**src/rtl/sirv_uartrx_core.sv**
```systemverilog
// UART receive engine: 2-flop line sync, 16x oversampling with 2-of-3 majority
// per bit, 8N1-style framing, and a one-entry valid/ready holding buffer.
module sirv_uartrx_core #(
  parameter int DATA_BITS = 8,
  parameter int DIV_W     = 16
) (
  input  logic                 clock,
  input  logic                 reset,
  input  logic                 io_en,
  input  logic                 io_rxd,
  input  logic [DIV_W-1:0]     io_div,
  output logic                 io_out_valid,
  input  logic                 io_out_ready,
  output logic [DATA_BITS-1:0] io_out_bits,
  output logic                 io_out_ferr,
  output logic                 io_overrun
);

  localparam int IDX_W = $clog2(DATA_BITS);
  localparam logic [IDX_W-1:0] LAST_IDX = IDX_W'(DATA_BITS-1);

  typedef enum logic [1:0] {IDLE, START, DATA, STOP} state_t;
  state_t state, state_nxt;

  logic                 sync0, rxs, rxs_q;
  logic [DIV_W-1:0]     pres;
  logic [3:0]           tcnt;
  logic [IDX_W-1:0]     bit_idx;
  logic                 s7, s8;
  logic [DATA_BITS-1:0] shreg;
  logic                 tick, decide, wrap, maj, fall;
  logic                 clr, shift_en, load_req;

  // >= rather than == so a divisor lowered mid-frame cannot strand the counter
  assign tick   = (pres >= io_div);
  assign decide = tick && (tcnt == 4'd9);
  assign wrap   = tick && (tcnt == 4'd15);
  assign maj    = (s7 & s8) | (s7 & rxs) | (s8 & rxs);
  // rxs_q gates the start so a held-low line (break) cannot retrigger
  assign fall   = io_en && rxs_q && !rxs;

  always_ff @(posedge clock or posedge reset) begin
    if (reset) begin
      sync0 <= 1'b1;
      rxs   <= 1'b1;
      rxs_q <= 1'b1;
    end else begin
      sync0 <= io_rxd;
      rxs   <= sync0;
      rxs_q <= rxs;
    end
  end

  always_ff @(posedge clock or posedge reset) begin
    if (reset) state <= IDLE;
    else       state <= state_nxt;
  end

  always_comb begin
    state_nxt = state;
    if (!io_en) begin
      state_nxt = IDLE;
    end else begin
      case (state)
        IDLE:    if (fall) state_nxt = START;
        START:   if (decide && maj) state_nxt = IDLE;
                 else if (wrap)     state_nxt = DATA;
        DATA:    if (wrap && bit_idx == LAST_IDX) state_nxt = STOP;
        STOP:    if (decide) state_nxt = IDLE;
        default: state_nxt = IDLE;
      endcase
    end
  end

  always_comb begin
    clr      = (state == IDLE) || !io_en;
    shift_en = io_en && (state == DATA) && decide;
    load_req = io_en && (state == STOP) && decide;
  end

  always_ff @(posedge clock or posedge reset) begin
    if (reset) begin
      pres    <= '0;
      tcnt    <= '0;
      bit_idx <= '0;
      s7      <= 1'b0;
      s8      <= 1'b0;
    end else if (clr) begin
      pres    <= '0;
      tcnt    <= '0;
      bit_idx <= '0;
    end else if (tick) begin
      pres <= '0;
      tcnt <= tcnt + 4'd1;
      if (tcnt == 4'd7) s7 <= rxs;
      if (tcnt == 4'd8) s8 <= rxs;
      if (tcnt == 4'd15 && state == DATA) bit_idx <= bit_idx + IDX_W'(1);
    end else begin
      pres <= pres + DIV_W'(1);
    end
  end

  always_ff @(posedge clock or posedge reset) begin
    if (reset)         shreg <= '0;
    else if (shift_en) shreg <= {maj, shreg[DATA_BITS-1:1]};
  end

  // Pop and load in the same cycle is a plain replacement, not an overrun
  always_ff @(posedge clock or posedge reset) begin
    if (reset) begin
      io_out_valid <= 1'b0;
      io_out_bits  <= '0;
      io_out_ferr  <= 1'b0;
      io_overrun   <= 1'b0;
    end else begin
      io_overrun <= 1'b0;
      if (load_req) begin
        if (!io_out_valid || io_out_ready) begin
          io_out_valid <= 1'b1;
          io_out_bits  <= shreg;
          io_out_ferr  <= !maj;
        end else begin
          io_overrun <= 1'b1;
        end
      end else if (io_out_valid && io_out_ready) begin
        io_out_valid <= 1'b0;
      end
    end
  end

endmodule
```
**config.mk**
```make
export PLATFORM = sky130hd
export DESIGN_NAME = sirv_uartrx_core
export DESIGN_NICKNAME = d
export VERILOG_FILES = /design/src/rtl/sirv_uartrx_core.sv
export SDC_FILE = /design/constraint.sdc
export NUM_CORES = 1
export LEC_CHECK = 0
export BUFFER_PORTS_ARGS = -buffer_cell sky130_fd_sc_hd__buf_2
export CAP_MARGIN = 15
export CORE_UTILIZATION = 60
export CTS_CLUSTER_SIZE = 30
export DETAILED_ROUTE_END_ITERATION = 6
export GPL_TIMING_DRIVEN = 0
export PLACE_DENSITY = 0.81
export SYNTH_ARGS = -nofsm -noshare
export SYNTH_HDL_FRONTEND = slang
export SYNTH_SLANG_ARGS = --single-unit
```
**constraint.sdc**
```tcl
create_clock -name clock -period 4.15 [get_ports clock]
set_clock_uncertainty 0.2 [all_clocks]
set_input_delay 0 -clock clock [delete_from_list [all_inputs] [get_ports clock]]
set_output_delay 0 -clock clock [all_outputs]
set_load 0.03 [all_outputs]
```
==> reports/results.txt, run 1 <==
The flow ran to the end, and the final reports show no timing, DRC or antenna violations. The count of input and output buffers was 31; the post-synthesis to final-layout area growth was 14.5%. The worst path in the final design needs a cycle of 2840 ps, including I/O delays and setup. Buffers added to address setup during post-CTS repair amount to 0. The mean instance size in the synthesized netlist is 10.9 sq um.

The die is 68.1 um tall. The run gives 1230 sq um as the register area. The core footprint was 4090 sq um; the share of the synthesized area in the top cell type was 0.439.

Number of synthesized register bits: 49. The switching share of power was 0.238. The cell at the root of the clock tree is sky130_fd_sc_hd__clkbuf_8. For the arrival time at the worst endpoint, the log shows 2830 ps. The largest fanout of any net on the critical path works out to 6.

For the detailed-route wire length on metal 1, the log shows 2120 um. Detailed routing placed a total of 2020 um of wire on met2. In the routed design, unresolved DRC markers number 0.

The logs give 195 uW for the switching power summed over all nets and 1730 for the number of global-route vias before repair. The logs give 0 for the number of hold violations in the final report and 4360 um for the detailed-route wire length. Static timing analysis puts the maximum clock frequency at 0.352 GHz.

For this run, the post-layout net count is 328. The proportion of register bits with asynchronous set or reset after synthesis works out to 1.00. The synthesized netlist contains 45 unique library cells. Summing every instance area after synthesis gives 2630 sq um.

The run gives 3190 um as the placed wire-length estimate after detailed placement. For hold timing, the worst endpoint is sync0. The power density over the cells is 272 nW/um^2. Walking the worst path, the cells encountered are ha_1 > nand4_1 > a211o_1 > o32ai_4 > nor2_8 > nor4_1 > mux2_1.

The worst register-to-register path has a depth of 7. For the share of power burned in combinational logic, the log shows 0.056. The worst voltage drop across the vdd grid is 0.224 mV.

The run gives 0 as the final max-slew violation count. The number of filler cells placed in the layout came out at 297. Setup violations remaining at the end of the flow were counted as 0. The overall fraction of global-route tracks in use is 0.217, and the aggregate global routing overflow is 0.

The tools report the max capacitance violation total as 0. The logs give 0.655 for the tightest slew margin relative to the limit and 23 for the number of placement rows. For the worst setup path, the data required time is 4140 ps.

The total I/O pin count was 32; the number of buffer and inverter stages on the critical path was 0. The run gives 2 as the maximum root-to-sink buffer count. Area of the die: 4640 sq um.

The total of warnings raised by yosys was 0; the wire length of the first global-routing pass was 7310 um. The run gives 0.642 as the starting density of the core. STA classifies the critical path endpoint as a flop. At the end of routability-driven placement, the weighted congestion stood at 0.824.

The run gives 0.00154 uW as the leakage component of the power. The top layer used by detailed routing was met4. The H-tree generated during clock tree synthesis spans 2 levels. Primary flip-flop cell chosen by synthesis mapping: sky130_fd_sc_hd__dfrtp_1. The run gives 49 as the total clock sinks.

The startpoint kind of the worst setup timing path is a flop. In this run the worst hold path is classified as primary input to flop. The number of flops mapped to enable cells by yosys is 0, and the register-to-register path setup slack is 1310 ps. The worst hold path depth is 2. The critical path is of the flop to flop type. Setup repair after global routing left no endpoint under its margin.

Share of cells above drive strength 1: 0.245. The run gives 300 ps as the clock latency on the worst-skew pair. Net count of the mapped netlist: 284.

Clock-pin slew was measured on the worst setup and hold paths at 100 ps. Sorting the synthesized cells by how often they occur yields sky130_fd_sc_hd__dfrtp_1, sky130_fd_sc_hd__nor2_1, sky130_fd_sc_hd__ha_1. By area the synthesized netlist is led by sky130_fd_sc_hd__dfrtp_1, sky130_fd_sc_hd__ha_1, sky130_fd_sc_hd__mux2_2.

The share of the yosys chip area belonging to registers came out at 0.469. Post-synthesis cell count: 241. The detailed route wirelength on metal3 was 146 um. The first detailed-routing pass ran for 4 iterations. The kind of cell with the highest combined delay on the critical path was compound AO/OA/AOI/OAI gates. The floorplan die width was 68.1 um. TritonCTS buffer count: 5.

The critical-path cell with the highest stage delay was sky130_fd_sc_hd__dfrtp_1. At the pin with the least slew margin, the transition time is 511 ps. The logs give 0 ps for the aggregate negative setup slack and 75 for the DRC marker count from the first detailed-route iteration. The post-route fraction of the period consumed by the critical path came out at 0.684. Summed over all instances, the cell type with the most area after synthesis is sky130_fd_sc_hd__dfrtp_1. In the final layout, the multi-input gates occupy 1300 sq um.

The worst reg2reg path startpoint is pres[13]. In this run the remaining antenna-violating nets after routing total 0. The relative contribution of sequential cells to total power came out at 0.591. The worst register-to-register path ends at s7. The clock share of power is 0.353.

The worst hold path begins at io_rxd. 0 antenna diodes ended up in the layout. The internal power of the cells totals 624 uW.

The via count was 1819. TritonCTS built the clock tree. The share of the core filled with cells came out at 0.736.

The most frequent cell after synthesis is sky130_fd_sc_hd__dfrtp_1. After detailed routing, the number of vias per cell comes to 5.41. The detail-routed net length per standard cell works out to 13.0 um.

The maximum number of pins on one net before global-route repair is 43. The number of antenna violations at the first check in global routing came out at 0. For this run, the slowest stage of the critical path takes 440 ps.
-- final cells by class --
| cell class | count | share of cell area |
|---|---|---|
| Buffer | 4 | 0.00666 |
| Clock buffer | 5 | 0.0229 |
| Clock inverter | 3 | 0.00832 |
| Inverter | 20 | 0.0250 |
| Multi-Input combinational cell | 168 | 0.432 |
| Sequential cell | 49 | 0.409 |
| Tap cell | 50 | 0.0208 |
| Timing Repair Buffer | 37 | 0.0749 |
-- cell usage in the layout (no fill, tap or decap), drive strengths merged, types with 2 or more instances in the layout --
cell         netlist  final
dfrtp             46     46
buf                2     34
nor2              29     29
ha                22     22
inv               20     22
nand2             19     19
mux2              18     18
xor2              11     11
nand4              8      8
o21ai              8      8
nand3              7      7
clkbuf             2      7
and3               5      5
xnor2              5      5
dlygate4sd3        0      5
mux2i              4      4
a21o               3      3
nand2b             3      3
dfstp              3      3
a21oi              2      2
a211o              2      2
or2                2      2
nor2b              2      2
o211ai             2      2
-- sequential cells by signal, summed over array words and instances (netlist names) --
register      count
bit_idx           3
state             2
s8                1
shreg             8
pres             16
rxs               1
io_out_bits       8
tcnt              4
io_out_valid      1
sync0             1
io_overrun        1
io_out_ferr       1
s7                1
rxs_q             1
-- cell families after synthesis --
| family | count (synthesis) | synth area share |
|---|---|---|
| fa+ha+maj | 23 | 0.109 |
| xor+xnor | 16 | 0.0534 |
| mux | 22 | 0.0925 |
| buf+inv | 24 | 0.0362 |
| compound gates | 26 | 0.0834 |
| simple gates | 81 | 0.157 |
| flops | 49 | 0.469 |
-- power by group through the flow --
stage	Sequential (uW)	Clock (uW)	Combinational (uW)
after floorplan	492	0	24.4
after global placement	493	0	39.0
after global routing	484	316	53.5
after detailed placement	493	0	42.9
final	484	289	45.8
after CTS	484	301	46.9
-- metal layers --
layer | up-vias | GRT usage
li1 | 920 | -
met1 | 860 | 0.281
met2 | 32 | 0.348
met3 | 7 | 0.0550
met4 | 0 | 0.0807
met5 | - | 0
-- repair_timing --
item / in CTS / in global routing
hold buffers: 5 / 0
endpoints found under the hold margin: 57 / 0
gates resized for setup: 0 / 0
-- worst max-delay path by stage --
stage	start	to	slack (ps)	cells past startpoint
after global placement	pres[13]	s7	1360	7
final	pres[13]	s7	1310	7
after floorplan	pres[11]	s7	1650	7
after detailed placement	pres[13]	s7	1360	7
after CTS	pres[13]	s7	1330	7
after global routing	pres[13]	s7	1140	7
-- metrics by stage --
stage | instance area, sq um | hold slack, ps | worst slack, ps | cells | power, uW
floorplan | 2630 | -196 | 1650 | 241 | 517
global placement | 2840 | -94.7 | 1360 | 322 | 532
detailed placement | 2860 | -288 | 1360 | 323 | 536
CTS | 3010 | 120 | 1330 | 336 | 832
global route | 3010 | 130 | 1140 | 336 | 854
finish | 3010 | 137 | 1310 | 336 | 819
Power figures use the tool's default switching activity.
==> run 2, diff against run 1 <==
--- a/config.mk
+++ b/config.mk
@@ -5,13 +5,14 @@
 export SDC_FILE = /design/constraint.sdc
 export NUM_CORES = 1
 export LEC_CHECK = 0
+export ABC_AREA = 1
 export BUFFER_PORTS_ARGS = -buffer_cell sky130_fd_sc_hd__buf_2
 export CAP_MARGIN = 15
-export CORE_UTILIZATION = 60
+export CORE_UTILIZATION = 58
 export CTS_CLUSTER_SIZE = 30
 export DETAILED_ROUTE_END_ITERATION = 6
 export GPL_TIMING_DRIVEN = 0
-export PLACE_DENSITY = 0.81
+export PLACE_DENSITY = 0.78
 export SYNTH_ARGS = -nofsm -noshare
 export SYNTH_HDL_FRONTEND = slang
 export SYNTH_SLANG_ARGS = --single-unit
==> constraint.sdc (replaced) <==
create_clock -name clock -period 2.89 [get_ports clock]
set_clock_uncertainty 0.2 [all_clocks]
set_input_delay 0 -clock clock [delete_from_list [all_inputs] [get_ports clock]]
set_output_delay 0 -clock clock [all_outputs]
set_load 0.03 [all_outputs]
==> run 2 against run 1 <==
Net effect: the run now ends with design-rule violations left; synthesized cell count grew 32%; final cell count grew 24%; register-to-register slack lost 890 ps; utilization shrank 3.4 points; via count grew 15%; critical path type unchanged; largest cell class unchanged; highest routed layer unchanged.
==> reports/results.txt, run 2 <==
Cell area after technology mapping: 2730 sq um (was 2630 sq um). The most common cell after layout, fill and taps aside is sky130_fd_sc_hd__nand2_1 (was sky130_fd_sc_hd__dfrtp_1). The worst voltage drop across the vdd grid was 0.315 mV (was 0.224 mV); the power density over the cells was 467 nW/um^2 (was 272 nW/um^2). The share of the synthesized area in the top cell type works out to 0.422 (was 0.439). The tightest hold margin came out at 138 ps (was 137 ps). For the final cell area excluding filler cells, the log shows 3120 sq um (was 3010 sq um). The floorplan die width is 70.6 um (was 68.1 um), and the maximum number of pins on one net before global-route repair is 42 (was 43).

The type of the most critical hold path was primary input to flop (unchanged). Top area cells in the synthesized netlist: sky130_fd_sc_hd__dfrtp_1, sky130_fd_sc_hd__ha_1, sky130_fd_sc_hd__nand2_1 (was sky130_fd_sc_hd__dfrtp_1, sky130_fd_sc_hd__ha_1, sky130_fd_sc_hd__mux2_2). For the register area, the log shows 1230 sq um (unchanged). The height of the die is 70.6 um (was 68.1 um). Detailed-route wire length: 4780 um (was 4360 um).

Count of input and output buffers: 31 (unchanged). The max capacitance violation total was 0 (unchanged); the fmax was 0.405 GHz (was 0.352 GHz). The proportion of register bits with asynchronous set or reset after synthesis was 1.00 (unchanged). The tools report the kind of end point of the critical path as a flop (unchanged).

The placed wire-length estimate after detailed placement is 3560 um (was 3190 um). The final routed DRC violation total was 6 (was 0); the share of the yosys chip area belonging to registers was 0.451 (was 0.469). The cell at the root of the clock tree is sky130_fd_sc_hd__clkbuf_8 (unchanged). The run gives 1270 sq um (was 1300 sq um) as the area of the multi-input gates. Post-route fraction of the period consumed by the critical path: 0.854 (was 0.684). Kind of cell with the highest combined delay on the critical path: buffers and inverters (was compound AO/OA/AOI/OAI gates). Most frequent cell after synthesis: sky130_fd_sc_hd__nand2_1 (was sky130_fd_sc_hd__dfrtp_1). The register-to-register path setup slack came out at 420 ps (was 1310 ps). The number of buffer and inverter stages on the critical path is 2 (was 0). The class of the most critical setup path is flop to flop (unchanged). The number of flip-flops in the largest register works out to 16 (unchanged). The logs give 359 (was 297) for the number of filler cells placed in the layout and 49 (unchanged) for the total clock sinks. The core footprint was 4440 sq um (was 4090 sq um).

The primary flip-flop cell chosen by synthesis mapping was sky130_fd_sc_hd__dfrtp_1 (unchanged). The detail-routed net length per standard cell came out at 11.5 um (was 13.0 um). The final max-slew violation count is 0 (unchanged).

The tightest slew margin relative to the limit came out at 0.674 (was 0.655). Cell-by-cell listing of the critical path: ha_1 > a21oi_1 > o21ai_1 > a21oi_1 > nand2_4 > nand2_4 > inv_2 > nand2_1 > nor2_1 > dlygate4sd3_1 (was ha_1 > nand4_1 > a211o_1 > o32ai_4 > nor2_8 > nor4_1 > mux2_1). The number of synthesized register bits works out to 49 (unchanged).

The largest area contributor in the synthesized netlist is sky130_fd_sc_hd__dfrtp_1 (unchanged). The post-synthesis cell count was 318 (was 241); the minimum period implied by the final worst setup slack was 2470 ps (was 2840 ps). The final reports fail on design-rule violations. The wire length of the first global-routing pass was 8600 um (was 7310 um); the TritonCTS buffer count was 5 (unchanged). The tools report the antenna diode count as 0 (unchanged). The number of flops mapped to enable cells by yosys is 0 (unchanged), and the share of cells above drive strength 1 is 0.223 (was 0.245). The run gives 0 (unchanged) as the number of routed nets with antenna violations. The count of TritonRoute iterations in the first routing pass was 6 (was 4).

The total of warnings raised by yosys was 0 (unchanged); the number of hold violations in the final report was 0 (unchanged). The number of global-route vias before repair came out at 2099 (was 1730). The endpoint required time on the critical path is 2890 ps (was 4140 ps). The area of the die was 4980 sq um (was 4640 sq um). The mean instance size in the synthesized netlist works out to 8.57 sq um (was 10.9 sq um). The run gives 2 (unchanged) as the H-tree depth. The average via count per standard cell was 5.04 (was 5.41). Most frequent cells in the layout: sky130_fd_sc_hd__nand2_1, sky130_fd_sc_hd__inv_1, sky130_fd_sc_hd__dfrtp_1 (was sky130_fd_sc_hd__dfrtp_1, sky130_fd_sc_hd__buf_2, sky130_fd_sc_hd__nor2_1).

Pin slew with the least headroom to its limit: 487 ps (was 511 ps). Setup repair after global routing left no endpoint under its margin. The aggregate global routing overflow is 0 (unchanged), and the largest fanout of any net on the critical path is 6 (unchanged). The logs give 0.613 (was 0.642) for the starting density of the core and 361 (was 284) for the net count of the mapped netlist. For the number of nets in the layout, the log shows 406 (was 328). The register with the most flip-flops is pres (unchanged).

Leading cell types by count after synthesis: sky130_fd_sc_hd__nand2_1, sky130_fd_sc_hd__inv_1, sky130_fd_sc_hd__dfrtp_1 (was sky130_fd_sc_hd__dfrtp_1, sky130_fd_sc_hd__nor2_1, sky130_fd_sc_hd__ha_1). The number of placement rows came out at 24 (was 23). For the total I/O pin count, the log shows 32 (unchanged). The critical-path cell with the highest stage delay was sky130_fd_sc_hd__dlygate4sd3_1 (was sky130_fd_sc_hd__dfrtp_1). The clock transition at the register clock pins on the worst setup and hold paths after CTS is 100 ps (about the same), and the post-synthesis to final-layout area growth is 14.5% (about the same).

The logs give 0 (unchanged) for the setup-violating endpoint count in the final report and 0.00171 uW (was 0.00154 uW) for the leakage component of the power. Maximum root-to-sink buffer count: 2 (unchanged). The logs give 2970 sq um (was 2860 sq um) for the area after detailed placement and 2470 ps (was 2830 ps) for the arrival time at the worst endpoint.

The clock latency on the worst-skew pair came out at 310 ps (was 300 ps). Startpoint kind of the worst setup timing path: a flop (unchanged). The logs give 33 (was 45) for the post-synthesis cell type count and 0.220 (was 0.217) for the overall fraction of global-route tracks in use. The via count was 2095 (was 1819); the DRC marker count from the first detailed-route iteration was 90 (was 75). The run finished, with violations left. The number of antenna violations at the first check in global routing is 0 (unchanged), and the aggregate negative setup slack is 0 ps (unchanged). TritonCTS built the clock tree.

The routability congestion estimate was 0.730 (was 0.824); the largest incremental delay on the critical path was 540 ps (was 440 ps). Registers with the most flip-flops: pres x16, io_out_bits x8, shreg x8 (unchanged).
run 2: changes by cell type after synthesis, sizes merged, moves of 4 or more:
cell	delta
mux2i	-4
xor2	-7
xnor2	-5
a21oi	+12
o21ai	+25
and3	-5
nand2	+59
mux2	-18
inv	+35
run 2: logic make-up (layout without fill, tap and decap cells):
kind of cell | Yosys count | count (layout) | share of synthesized area
compound gates | 53 | 53 | 0.116
xor+xnor | 4 | 4 | 0.0128
flops | 49 | 49 | 0.451
simple gates | 131 | 131 | 0.231
buf+inv | 58 | 104 | 0.0844
fa+ha+maj | 23 | 23 | 0.105
run 2: per-layer routing:
layer  wire length (um)  part of all wire  global-route usage  up-vias
met1               2270              0.47               0.268      961
met4                 93             0.019              0.0933        0
li1                   -                 -                   -     1101
met3                144             0.030              0.0470        8
met5                  0                 0                   0        -
met2               2270              0.48               0.380       25
run 2: cell type report:
type / instances / share of cell area
Buffer: 3 / 0.00762
Clock buffer: 5 / 0.0221
Clock inverter: 3 / 0.00802
Inverter: 55 / 0.0662
Multi-Input combinational cell: 211 / 0.406
Sequential cell: 49 / 0.394
Tap cell: 52 / 0.0209
Timing Repair Buffer: 38 / 0.0754
run 2: per-stage QoR:
| stage | setup WS (ps) | power, uW | util | std cells |
|---|---|---|---|---|
| floorplan | 894 | 967 | - | 318 |
| global placement | 687 | 1030 | 0.663 | 401 |
| detailed placement | 656 | 1040 | 0.668 | 402 |
| CTS | 409 | 1470 | 0.702 | 416 |
| global route | 304 | 1550 | 0.702 | 416 |
| finish | 423 | 1460 | 0.702 | 416 |
run 2: repair_timing:
| item | CTS | global route |
|---|---|---|
| setup buffers | 0 | 0 |
| resized for setup | 0 | 0 |
| endpoints found under the hold margin | 58 | 0 |
| hold buffers | 6 | 0 |
run 2: final timing paths:
| path | start | to | cells past startpoint |
|---|---|---|---|
| max | pres[9] | io_overrun | 10 |
| min | io_rxd | sync0 | 2 |
| max reg2reg | pres[9] | io_overrun | 10 |
| min reg2reg | sync0 | rxs | 0 |
| max in group asynchronous | reset | rxs | 5 |
| min in group asynchronous | reset | pres[7] | 4 |
run 2: report_power, final:
group          switching (uW)  total (uW)  internal, uW  leakage, uW
Clock                     249         424           175    0.0000447
Sequential               30.4         752           722     0.000629
Combinational             182         281          98.6      0.00103
